--- config.mk ---
export PLATFORM = sky130hd
export DESIGN_NAME = if_prefetch_stage
export DESIGN_NICKNAME = d
export VERILOG_FILES = /design/src/rtl/if_pkg.sv /design/src/rtl/if_fetch_fifo.sv /design/src/rtl/if_prefetch_stage.sv
export SDC_FILE = /design/constraint.sdc
export NUM_CORES = 1
export LEC_CHECK = 0
export BUFFER_PORTS_ARGS = -buffer_cell sky130_fd_sc_hd__buf_2
export CORE_UTILIZATION = 51
export CTS_BUF_LIST = sky130_fd_sc_hd__clkbuf_4
export CTS_CLUSTER_SIZE = 10
export DETAILED_ROUTE_END_ITERATION = 7
export GPL_TIMING_DRIVEN = 0
export PLACE_DENSITY = 0.76
export SETUP_SLACK_MARGIN = 0.5
export SYNTH_ARGS = -nofsm -noshare
export SYNTH_HDL_FRONTEND = slang
export SYNTH_SLANG_ARGS = --single-unit
--- constraint.sdc ---
create_clock -name clk -period 3.2 [get_ports clk]
set_input_delay 0.32 -clock clk [delete_from_list [all_inputs] [get_ports clk]]
set_output_delay 0.32 -clock clk [all_outputs]
set_load 0.01 [all_outputs]
--- src/rtl/if_pkg.sv ---
// Shared types and constants for the instruction-fetch prefetch stage.
// Bus FSM states, queue entry layout and strobe/direction encodings.
package if_pkg;

  localparam int IF_ADDR_W = 30;
  localparam int IF_DATA_W = 32;

  localparam logic READ     = 1'b1;
  localparam logic WRITE    = 1'b0;
  localparam logic ENABLE_  = 1'b0;
  localparam logic DISABLE_ = 1'b1;

  typedef enum logic [1:0] {
    IDLE,
    REQ,
    ACCESS,
    DROP
  } if_bus_state_t;

  typedef struct packed {
    logic [IF_ADDR_W-1:0] pc;
    logic [IF_DATA_W-1:0] insn;
  } if_entry_t;

endpackage

--- src/rtl/if_fetch_fifo.sv ---
// Prefetch queue of {pc,insn} entries with clear and empty-queue bypass.
// A push into an empty queue that is popped the same cycle never lands in memory.
module if_fetch_fifo
  import if_pkg::*;
#(
  parameter int DEPTH = 4,
  localparam int PW = $clog2(DEPTH)
) (
  input  logic      clk,
  input  logic      rst,
  input  logic      clear,
  input  logic      push,
  input  if_entry_t din,
  input  logic      pop,
  output if_entry_t dout,
  output logic [PW:0] count,
  output logic      full,
  output logic      empty
);

  if_entry_t mem [DEPTH];
  logic [PW-1:0] wr_ptr;
  logic [PW-1:0] rd_ptr;
  logic bypass;
  logic do_wr;
  logic do_rd;

  assign empty  = count == '0;
  assign full   = count[PW];
  assign bypass = empty && push && pop;
  assign do_wr  = push && !bypass && (!full || pop);
  assign do_rd  = pop && !empty;
  assign dout   = empty ? din : mem[rd_ptr];

  always_ff @(posedge clk) begin
    if (rst || clear) begin
      wr_ptr <= '0;
      rd_ptr <= '0;
      count  <= '0;
    end else begin
      if (do_wr) wr_ptr <= wr_ptr + 1'b1;
      if (do_rd) rd_ptr <= rd_ptr + 1'b1;
      case ({do_wr, do_rd})
        2'b10:   count <= count + 1'b1;
        2'b01:   count <= count - 1'b1;
        default: count <= count;
      endcase
    end
  end

  always_ff @(posedge clk) begin
    if (do_wr) mem[wr_ptr] <= din;
  end

endmodule

--- src/rtl/if_prefetch_stage.sv ---
// Instruction fetch stage: sequential prefetch from SPM or shared bus
// into a small queue, with branch/flush redirect discarding stale fetches.
module if_prefetch_stage
  import if_pkg::*;
#(
  parameter int ADDR_W = IF_ADDR_W,
  parameter int DATA_W = IF_DATA_W,
  parameter int DEPTH = 4,
  parameter int SPM_TAG_W = 4,
  parameter logic [SPM_TAG_W-1:0] SPM_TAG = '0,
  parameter logic [ADDR_W-1:0] RESET_PC = '0
) (
  input  logic              clk,
  input  logic              rst,
  output logic [ADDR_W-1:0] spm_addr,
  output logic              spm_as_,
  output logic              spm_rw,
  output logic [DATA_W-1:0] spm_wr_data,
  input  logic [DATA_W-1:0] spm_rd_data,
  output logic              bus_req_,
  input  logic              bus_grnt_,
  output logic [ADDR_W-1:0] bus_addr,
  output logic              bus_as_,
  output logic              bus_rw,
  output logic [DATA_W-1:0] bus_wr_data,
  input  logic [DATA_W-1:0] bus_rd_data,
  input  logic              bus_rdy_,
  input  logic              stall,
  input  logic              flush,
  input  logic              br_taken,
  input  logic [ADDR_W-1:0] new_pc,
  output logic [ADDR_W-1:0] if_pc,
  output logic [DATA_W-1:0] if_insn,
  output logic              if_en,
  output logic              busy
);

  localparam int CW = $clog2(DEPTH) + 1;

  if_bus_state_t state, state_nx;
  logic [ADDR_W-1:0] pc;
  logic [ADDR_W-1:0] spm_pc;
  logic spm_pend;
  logic as_first;
  logic redirect, in_spm, room, issue;
  logic spm_issue, bus_issue, bus_done, spm_push;
  logic push, pop, full, empty;
  logic [CW-1:0] count;
  if_entry_t din, dout;

  assign redirect  = flush || br_taken;
  assign in_spm    = pc[ADDR_W-1 -: SPM_TAG_W] == SPM_TAG;
  // a returning SPM word still needs a slot, so it counts against room
  assign room      = !full && (count + CW'(spm_pend)) < CW'(DEPTH);
  assign issue     = !rst && !redirect && state == IDLE && room;
  assign spm_issue = issue && in_spm;
  assign bus_issue = issue && !in_spm;
  assign bus_done  = !rst && !redirect && state == ACCESS
                     && bus_rdy_ == ENABLE_;
  assign spm_push  = !rst && !redirect && spm_pend;
  assign push      = spm_push || bus_done;
  assign pop       = !rst && !redirect && !stall && (!empty || push);
  assign din       = spm_push ? '{pc: spm_pc, insn: spm_rd_data}
                              : '{pc: pc, insn: bus_rd_data};

  if_fetch_fifo #(.DEPTH(DEPTH)) u_fifo (
    .clk   (clk),
    .rst   (rst),
    .clear (redirect),
    .push  (push),
    .din   (din),
    .pop   (pop),
    .dout  (dout),
    .count (count),
    .full  (full),
    .empty (empty)
  );

  assign spm_addr    = pc;
  assign spm_as_     = spm_issue ? ENABLE_ : DISABLE_;
  assign spm_rw      = READ;
  assign spm_wr_data = '0;
  assign bus_addr    = pc;
  assign bus_rw      = READ;
  assign bus_wr_data = '0;
  assign busy        = empty && state != IDLE;

  always_ff @(posedge clk) begin
    if (rst) begin
      state    <= IDLE;
      pc       <= RESET_PC;
      spm_pc   <= RESET_PC;
      spm_pend <= 1'b0;
      as_first <= 1'b0;
    end else begin
      state    <= state_nx;
      as_first <= state == REQ && state_nx == ACCESS;
      spm_pend <= spm_issue;
      if (spm_issue) spm_pc <= pc;
      if (redirect) pc <= new_pc;
      else if (spm_issue || bus_done) pc <= pc + 1'b1;
    end
  end

  always_comb begin
    state_nx = state;
    bus_req_ = DISABLE_;
    bus_as_  = DISABLE_;
    unique case (state)
      IDLE: begin
        if (bus_issue) state_nx = REQ;
      end
      REQ: begin
        bus_req_ = redirect ? DISABLE_ : ENABLE_;
        if (redirect) state_nx = IDLE;
        else if (bus_grnt_ == ENABLE_) state_nx = ACCESS;
      end
      ACCESS: begin
        bus_req_ = ENABLE_;
        bus_as_  = as_first ? ENABLE_ : DISABLE_;
        if (bus_rdy_ == ENABLE_) state_nx = IDLE;
        else if (redirect) state_nx = DROP;
      end
      DROP: begin
        bus_req_ = ENABLE_;
        if (bus_rdy_ == ENABLE_) state_nx = IDLE;
      end
    endcase
  end

  always_ff @(posedge clk) begin
    if (rst) begin
      if_pc   <= RESET_PC;
      if_insn <= '0;
      if_en   <= 1'b0;
    end else if (redirect) begin
      if_en <= 1'b0;
    end else if (!stall) begin
      if_en <= pop;
      if (pop) begin
        if_pc   <= dout.pc;
        if_insn <= dout.insn;
      end
    end
  end

endmodule

==> impl_results.md, run 1 <==
* Cell Area, Synth at 17700 um2
* Setup TNS at 0 ps
* Number of setup violations in the final report at 0
* Count of pins over their slew limit at 0
* # IOs at 294
* Commonest cells post-synth: edfxtp_1 (248), dfxtp_1 (136), nor2_1 (101)
* Static Leakage at 8.48 nW
* Worst slew margin at 47.7%
* CTS tree: done
* H-tree levels at 3
* Die Width at 188 um
* Hold Path Class: in2reg
* Area delta synth->final at 25.4%
* Area leader, netlist: edfxtp_1
* Count of flip-flops with a built-in enable after synthesis at 248
* Int Power at 8.00 mW
* Hold WS at 61.7 ps
* GRT overflow at 0
* Design area at 22200 um2
* Crit path DAT at 2300 ps
* Placed insts at 2001
* Clock power frac at 41.1%
* Power Density at 469 nW/um2
* Hold Path Sink: if_insn[0]$_SDFFE_PP0P_
* Drt pass-1 iters at 5
* Row count at 67
* Final ANT Viol Nets at 0
* CTS max path bufs at 3
* GPL Wtd Cong at 0.861
* DRC viols at 0
* DP Area at 19700 um2
* Status: finished clean
* Worst-Skew Late Latency at 750 ps
* Largest net degree at the start of global routing at 53
* Mapped Avg Cell Area at 14.0 um2
* Area contributors post-synth: edfxtp_1 (42%), dfxtp_1 (15%), mux4_2 (7.9%)
* Die ar. at 35400 um2
* Worst Hold Depth at 4
* Worst Tran Pin Value at 783 ps
* 1st-iter DRT viols at 689
* Final hold viol count at 0
* Tcrit/Tclk final at 81.8%
* Peak supply drop at 234 uV
* Chip height at 188 um
* Place WS at 112 ps
* Hpwl dp at 26400 um
* Commonest register cell after synthesis: edfxtp_1
* FF-to-FF setup slack at 600 ps
* Worst r2r src: u_fifo.count[2]$_SDFFE_PP0P_
* Max_cap viols at 0
* Startpoint Class: flop
* Logic pwr share at 7.1%
* Final core occ at 65.5%
* Crit path max fanout at 10
* All-Layer GR Usage at 23.2%
* Synth unique cells at 61
* Crit. End Element: output port
* Tot Pwr at 10.4 mW
* Crit-path cells: or4_4, nor4_4, inv_2, clkbuf_4, buf_2
* Achievable Freq at 382 MHz
* Flop pwr share at 51.8%
* Yosys top cell area share at 42.1%
* Drt wl/cell at 17.8 um
* Vias in the first global route at 12100
* Starting Density at 52.2%
* WP data required at 2880 ps
* RR Endpoint: u_fifo.count[2]$_SDFFE_PP0P_
* RSZ-0062 raised after global routing: yes
* Critical-path cell with the highest stage delay: or4_4
* Count leader, synth: edfxtp_1
* Vias post-DR at 11900
* Initial antenna violation count at 1
* Sw Share at 23.1%
* Number of CTS-inserted buffers at 99
* Core area at 33900 um2
* First-pass GRT wire length at 63800 um
* DRT Wirelength at 41000 um
* Setup ws final at 583 ps
* Biggest cell delay along the critical path at 550 ps
* Crit path max-delay family: simple AND/OR/NAND/NOR gates
* Clock transition at path regs at 60 ps
* Seq cells post-synth at 384
* Buffers & Inverters on Critical Path at 3
* Clock Skew at 72.3 ps
* Hold Crit Start: bus_rd_data[0]
* Tmin final at 2620 ps
* Synth async-reset ratio at 0%
* I/O Buffers at 225
* Layout cells sized above 1 at 43.9%
* Clock root cell: clkbuf_4
* Clk sink count at 384
* R2R cell count at 11
* Synth warn at 0
* Switch Pwr at 2.40 mW
* Seq/Total Area, Yosys at 57.5%
* Vias per inst at 5.20
* Worst setup path category: reg2out
* Layout Cells excl Fill at 2298
* Nets at 1871
* Post-Syn Instances at 1260
[kinds of logic (layout without fill, tap and decap cells)]
| kind of cell | Yosys count | after routing | share of synthesized area (%) |
|---|---|---|---|
| flops | 384 | 384 | 57.5 |
| simple gates | 388 | 388 | 13.0 |
| xor+xnor | 24 | 24 | 1.19 |
| other cells | 2 | 67 | 0.0425 |
| fa+ha+maj | 7 | 7 | 0.538 |
| mux | 125 | 125 | 13.2 |
| compound gates | 141 | 141 | 7.33 |
| buf+inv | 189 | 714 | 7.25 |
[final cells by class]
type / instances / area (um2)
fillers: 2524 / 11700
flip-flops and latches: 384 / 10200
multi-input cells: 751 / 6500
repair buffers: 338 / 2320
plain buffers: 181 / 1260
clock buffers: 164 / 1230
well taps: 448 / 561
clock inverters: 23 / 106
inverters: 8 / 30.0
diodes: 1 / 2.50
[timing repair]
| action | 4_1_cts | 5_1_grt |
|---|---|---|
| pin swaps | 1 | 1 |
| setup endpoints to repair | 213 | 4 |
| hold buffers | 105 | 0 |
| gates resized for setup | 11 | 2 |
| buffers inserted | 1 | 3 |
| gates cloned | 0 | 0 |
| endpoints found under the hold margin | 161 | 0 |
[worst max-delay path by stage]
| stage | cells past startpoint | start | slack [ps] | end |
|---|---|---|---|---|
| after detailed placement | 11 | u_fifo.count[2]$_SDFFE_PP0P_ | 110 | u_fifo.count[2]$_SDFFE_PP0P_ |
| after global placement | 5 | u_fifo.count[2]$_SDFFE_PP0P_ | -480 | u_fifo.mem[3][29]$_DFFE_PP_ |
| after floorplan | 5 | rst | 530 | u_fifo.mem[0][0]$_DFFE_PP_ |
| after CTS | 5 | bus_addr[26]$_SDFFE_PP0P_ | 510 | spm_as_ |
| after global routing | 5 | bus_addr[26]$_SDFFE_PP0P_ | 460 | spm_as_ |
| final | 5 | bus_addr[26]$_SDFFE_PP0P_ | 580 | spm_as_ |
[power groups by stage]
| stage | Combinational [mW] | Sequential [mW] | Clock (mW) |
|---|---|---|---|
| 3_3_place_gp | 0.617 | 5.49 | 0 |
| 6_report | 0.742 | 5.38 | 4.28 |
| 2_1_floorplan | 0.407 | 5.47 | 0 |
| 3_5_place_dp | 0.626 | 5.49 | 0 |
| 5_1_grt | 0.798 | 5.38 | 4.68 |
| 4_1_cts | 0.731 | 5.38 | 4.39 |
[metal layers]
| layer | share of wire (%) | GRT usage [%] |
|---|---|---|
| met1 | 41 | 28.6 |
| met2 | 51 | 40.8 |
| met3 | 6.8 | 4.84 |
| met4 | 1.4 | 7.10 |
| met5 | 0 | 0 |
[flip-flops by register name (all words and copies together), names as in the netlist, 2 cells and up, named ones only]
signal,flops
u_fifo.mem,248
if_insn,32
bus_addr,30
if_pc,30
spm_pc,30
u_fifo.count,3
state,2
u_fifo.rd_ptr,2
u_fifo.wr_ptr,2
[worst reg2reg max path: stages, from the launching register on]
cell       delay, ps
dfxtp_2          380
or3_1            370
clkbuf_4         230
nor2_4           140
a2111oi_4         80
inv_1            100
ha_1             190
inv_1             60
fa_1             370
xor2_1           160
or3_1            310
a21oi_1          140
[cells in the final DEF (no fill, tap or decap), types with 15 or more instances in the layout]
master and instances:
edfxtp_1 248, and2_1 67, a211oi_1 24, dlygate4sd3_1 105, conb_1 66, clkbuf_1 41, clkinv_1 15, dfxtp_1 132
nand2_1 82, buf_4 102, buf_2 246, a211oi_2 57, xnor2_1 18, nor2_1 100, nor3_2 60, mux2_4 60
a21oi_1 34, clkbuf_4 166, mux4_2 62
Power figures use the tool's default switching activity.
==> run 2: changes to the inputs <==
clock period = 2.26 ns   (was 3.2 ns; I/O delays follow)
==> impl_results.md, run 2 (synthesis results as in run 1) <==
* Status: finished, violations left
* Failing checks: setup timing
* Core area at 33900 um2
* Final ANT Viol Nets at 0
* Crit path max fanout at 7
* Max reg flops at 248
* Final core occ at 70.6%
* Setup ws final at -190 ps
* Worst-Skew Late Latency at 750 ps
* Hold WS at 73.0 ps
* Static Leakage at 9.08 nW
* Sw Share at 23.9%
* # IOs at 294
* Crit. End Element: output port
* Tot Pwr at 14.9 mW
* Hold Path Class: in2reg
* Worst Tran Pin Value at 813 ps
* Hpwl dp at 26300 um
* Number of setup violations in the final report at 26
* Chip height at 188 um
* Die Width at 188 um
* Tmin final at 2450 ps
* Int Power at 11.3 mW
* RSZ-0062 raised after global routing: yes
* Layout Cells excl Fill at 2387
* Clock power frac at 41.1%
* Tcrit/Tclk final at 108%
* Startpoint Class: flop
* Layout cells sized above 1 at 50.4%
* Drt wl/cell at 20.0 um
* DRC viols at 0
* CTS tree: done
* Drt pass-1 iters at 5
* Logic pwr share at 7.8%
* Commonest cells after routing, fill and taps aside: edfxtp_1 (248), buf_2 (232), clkbuf_4 (156)
* Commonest non-fill, non-tap cell in the layout: edfxtp_1
* 1st-iter DRT viols at 779
* I/O Buffers at 225
* Nets at 1959
* GPL Wtd Cong at 0.863
* Flop pwr share at 51.1%
* Peak supply drop at 359 uV
* WP data required at 2030 ps
* Initial antenna violation count at 1
* Clock transition at path regs at 70 ps
* DRT Wirelength at 47700 um
* Number of CTS-inserted buffers at 99
* Vias post-DR at 12600
* Worst slew margin at 45.8%
* Switch Pwr at 3.56 mW
* Clk sink count at 384
* GRT overflow at 0
* Vias in the first global route at 12400
* Final hold viol count at 0
* Clock root cell: clkbuf_4
* Top reg by flops: u_fifo.mem
* CTS max path bufs at 3
* Area delta synth->final at 35.2%
* Largest registers: u_fifo.mem (248), if_insn (32)
* Achievable Freq at 408 MHz
* Vias per inst at 5.27
* All-Layer GR Usage at 25.1%
* Clock Skew at 36.4 ps
* Die ar. at 35400 um2
* Count of pins over their slew limit at 0
* Max_cap viols at 0
* Placed insts at 1997
* H-tree levels at 3
* Crit path DAT at 2220 ps
* Largest net degree at the start of global routing at 32
* Worst setup path category: reg2out
* Starting Density at 52.2%
* Row count at 67
* First-pass GRT wire length at 67800 um
* Power Density at 623 nW/um2
[run 2: cell count changes in the layout (fill, tap and decap cells not counted), moves of 10 or more]
cell	previous run	this run
buf_4	102	139
dfxtp_1	132	116
buf_2	246	232
nand2_2	0	14
nand2_1	82	66
clkbuf_1	41	22
and2_4	4	17
a211oi_4	1	12
buf_8	0	10
clkbuf_4	166	156
buf_6	11	28
buf_12	6	39
clkinv_1	15	30
[run 2: what timing repair did]
item / 4_1_cts / 5_1_grt
hold buffers: 99 / 0
setup buffers: 27 / 53
cloned: 8 / 14
pin swaps: 22 / 27
setup endpoints to repair: 637 / 417
hold endpoints to repair: 194 / 0
gates resized for setup: 63 / 179
[run 2: metal layers]
layer / vias up / track usage [%] / part of all wire, % / routed length, um
li1: 5784 / - / - / -
met1: 6109 / 30.8 / 39 / 18800
met4: 0 / 9.07 / 2.0 / 977
met5: - / 0 / 0 / 0
met3: 68 / 5.14 / 7.7 / 3670
met2: 628 / 43.7 / 51 / 24200
[run 2: critical path, cell delays in order, from the launching register on]
cell	delay, ps
dfxtp_1	430
or4_4	490
nor4_4	210
inv_2	70
clkbuf_8	150
buf_6	120
[run 2: path summary, 6_finish.rpt]
path	to	cells past startpoint	slack, ps	start
setup reg to reg	u_fifo.count[2]$_SDFFE_PP0P_	11	-120	u_fifo.count[1]$_SDFFE_PP0P_
setup / recovery	spm_as_	5	-190	bus_addr[28]$_SDFFE_PP0P_
hold / removal	bus_addr[20]$_SDFFE_PP0P_	5	70	flush
hold reg to reg	spm_pc[21]$_SDFFE_PP0P_	2	450	spm_pc[21]$_SDFFE_PP0P_
[run 2: through the flow]
stage / setup TNS (ps) / setup WS, ps / cell area [um2]
2_1_floorplan: -38.7 / -38.7 / 18000
3_3_place_gp: -131850 / -506 / 19700
3_5_place_dp: -148520 / -571 / 19700
4_1_cts: -2130 / -207 / 22500
5_1_grt: -5370 / -274 / 23900
6_report: -452 / -190 / 23900
[run 2: power groups by stage]
stage | sequential [mW] | clock, mW | combinational (mW)
after global routing | 7.61 | 6.64 | 1.24
after global placement | 7.77 | 0 | 0.881
after CTS | 7.61 | 6.24 | 1.05
after floorplan | 7.75 | 0 | 0.586
after detailed placement | 7.77 | 0 | 0.896
final | 7.61 | 6.13 | 1.16
[run 2: layout make-up]
cell class	instances	area (um2)
antenna	1	2.50
buffer	181	1530
clock buffer	148	1110
clock inverter	40	206
fill	2275	9960
inverter	8	30.0
multi-input combinational	764	6970
sequential	384	10200
tap	448	561
timing repair buffer	413	3280
==> run 3: changes to the inputs <==
SYNTH_HIERARCHICAL = 1   (was unset)
==> impl_results.md, run 3 <==
* Status: finished, violations left
* Failing checks: setup timing
* Post-Syn Instances at 1295
* Max reg flops at 248
* Tmin final at 3030 ps
* Die ar. at 34300 um2
* Seq/Total Area, Yosys at 59.5%
* Hpwl dp at 27600 um
* Worst setup path category: reg2reg
* Drt wl/cell at 21.7 um
* Clock root cell: clkbuf_4
* Crit path DAT at 3680 ps
* Layout cells sized above 1 at 48.6%
* Core area at 32800 um2
* Count of flip-flops with a built-in enable after synthesis at 248
* RSZ-0062 raised after global routing: yes
* Power Density at 625 nW/um2
* DRT Wirelength at 53200 um
* I/O Buffers at 227
* Clock transition at path regs at 80 ps
* Tcrit/Tclk final at 134%
* Vias per inst at 5.59
* WP data required at 2900 ps
* Vias post-DR at 13700
* DRC viols at 0
* Synth warn at 6
* Cell Area, Synth at 17100 um2
* 1st-iter DRT viols at 1230
* Hold Crit Start: rst
* Area delta synth->final at 41.0%
* Int Power at 11.4 mW
* Tot Pwr at 15.1 mW
* Sw Share at 24.3%
* Logic pwr share at 8.5%
* Achievable Freq at 330 MHz
* Number of CTS-inserted buffers at 97
* Switch Pwr at 3.65 mW
* Die Width at 185 um
* Setup TNS at -154240 ps
* Flop pwr share at 50.9%
* Synth async-reset ratio at 0%
* Initial antenna violation count at 1
* Commonest register cell after synthesis: edfxtp_1
* Count of pins over their slew limit at 0
* Area leader, netlist: edfxtp_1
* Drt pass-1 iters at 7
* Top reg by flops: u_fifo/mem
* Max_cap viols at 0
* GPL Wtd Cong at 0.897
* Setup ws final at -772 ps
* Area contributors post-synth: edfxtp_1 (44%), dfxtp_1 (16%), mux4_2 (7.9%)
* Mapped Avg Cell Area at 13.2 um2
* Row count at 66
* CTS max path bufs at 3
* Static Leakage at 9.71 nW
* Commonest cells after routing, fill and taps aside: edfxtp_1 (248), buf_2 (232), nand2_1 (186)
* All-Layer GR Usage at 29.4%
* Worst slew margin at 38.7%
* Crit path max fanout at 8
* Peak supply drop at 358 uV
* Startpoint Class: flop
* CTS tree: done
* H-tree levels at 3
* Setup crit start: state[0]$_SDFF_PP0_
* Hold WS at 67.3 ps
* Largest net degree at the start of global routing at 15
* Clock Skew at 64.6 ps
* Count leader, synth: edfxtp_1
* DP Area at 19400 um2
* Vias in the first global route at 13500
* Final hold viol count at 0
* Commonest cells post-synth: edfxtp_1 (248), nand2_1 (210), dfxtp_1 (136)
* Final ANT Viol Nets at 0
* Starting Density at 52.2%
* Worst-Skew Late Latency at 730 ps
* Clk sink count at 384
* Synth unique cells at 70
* Clock power frac at 40.6%
* Worst r2r src: state[0]$_SDFF_PP0_
* Hold Path Class: in2reg
* Largest registers: u_fifo/mem (248), if_insn (32)
* Seq cells post-synth at 384
* Crit. End Element: flop
* Design area at 24100 um2
* Worst Tran Pin Value at 920 ps
* GRT overflow at 0
* Commonest non-fill, non-tap cell in the layout: edfxtp_1
* First-pass GRT wire length at 74900 um
* Nets at 2039
* # IOs at 294
* Yosys top cell area share at 43.5%
* Number of setup violations in the final report at 317
* Chip height at 185 um
-- run 3: logic make-up after synthesis --
logic type | synth area share [%]
XOR/XNOR | 0.205
AO/OA/AOI/OAI | 6.74
AND/OR/NAND/NOR | 8.91
other | 0.0439
adder cells (fa/ha/maj) | 0.556
flip-flops | 59.5
buffers and inverters | 7.12
multiplexers | 17.0
-- run 3: through the flow --
step	utilization [%]	std cells	worst slack (ps)
after floorplan	-	1359	-595
after global placement	59.2	2028	-1450
after detailed placement	59.2	2028	-1500
after CTS	71.1	2425	-632
after global routing	73.5	2456	-896
final	73.5	2456	-772
-- run 3: area by class of cell --
cell class              count  area (um2)
diodes                      1        2.50
plain buffers             178        1390
clock buffers             147        1100
clock inverters            34         204
fillers                  2068        8670
inverters                  14        71.3
multi-input cells         798        6750
flip-flops and latches    384       10200
well taps                 442         553
repair buffers            458        3830
-- run 3: routing by layer --
metal	part of all wire, %	GRT usage (%)	wire, um
met2	50	50.7	26700
met1	37	36.5	19800
met4	4.1	11.6	2160
met3	8.5	5.56	4530
met5	0	0	0
-- run 3: power by group through the flow --
stage               Sequential, mW  Clock [mW]  Combinational, mW
finish                        7.66        6.12               1.28
global placement              7.79           0              0.943
floorplan                     7.76           0              0.617
detailed placement            7.80           0              0.961
CTS                           7.64        6.14               1.14
global route                  7.66        6.56               1.36
-- run 3: final timing paths --
path,end,slack [ps],cells past startpoint
worst max-delay path,u_fifo/count[2]$_SDFFE_PP0P_,-770,15
worst min-delay path,bus_addr[0]$_SDFFE_PP0P_,70,5
worst max register to register,u_fifo/count[2]$_SDFFE_PP0P_,-770,15
worst min register to register,if_pc[17]$_SDFFE_PP0P_,450,2
-- run 3: worst max-delay path: stages (launching register included) --
cell	delay, ps
dfxtp_4	400
nor3b_4	240
nor2_2	70
a211o_1	300
buf_12	160
inv_16	50
buf_12	100
nor4b_4	290
nor3_4	90
inv_2	90
ha_4	150
inv_2	40
fa_2	330
xor2_1	160
or3_1	330
a21oi_2	140
-- run 3: repair_timing --
| item | in CTS | in global routing |
|---|---|---|
| buffers inserted | 96 | 26 |
| hold buffers | 99 | 0 |
| gates resized for setup | 97 | 140 |
| gates cloned | 21 | 4 |
| endpoints found under the hold margin | 161 | 0 |
| setup endpoints to repair | 402 | 417 |
| pin swaps | 17 | 35 |
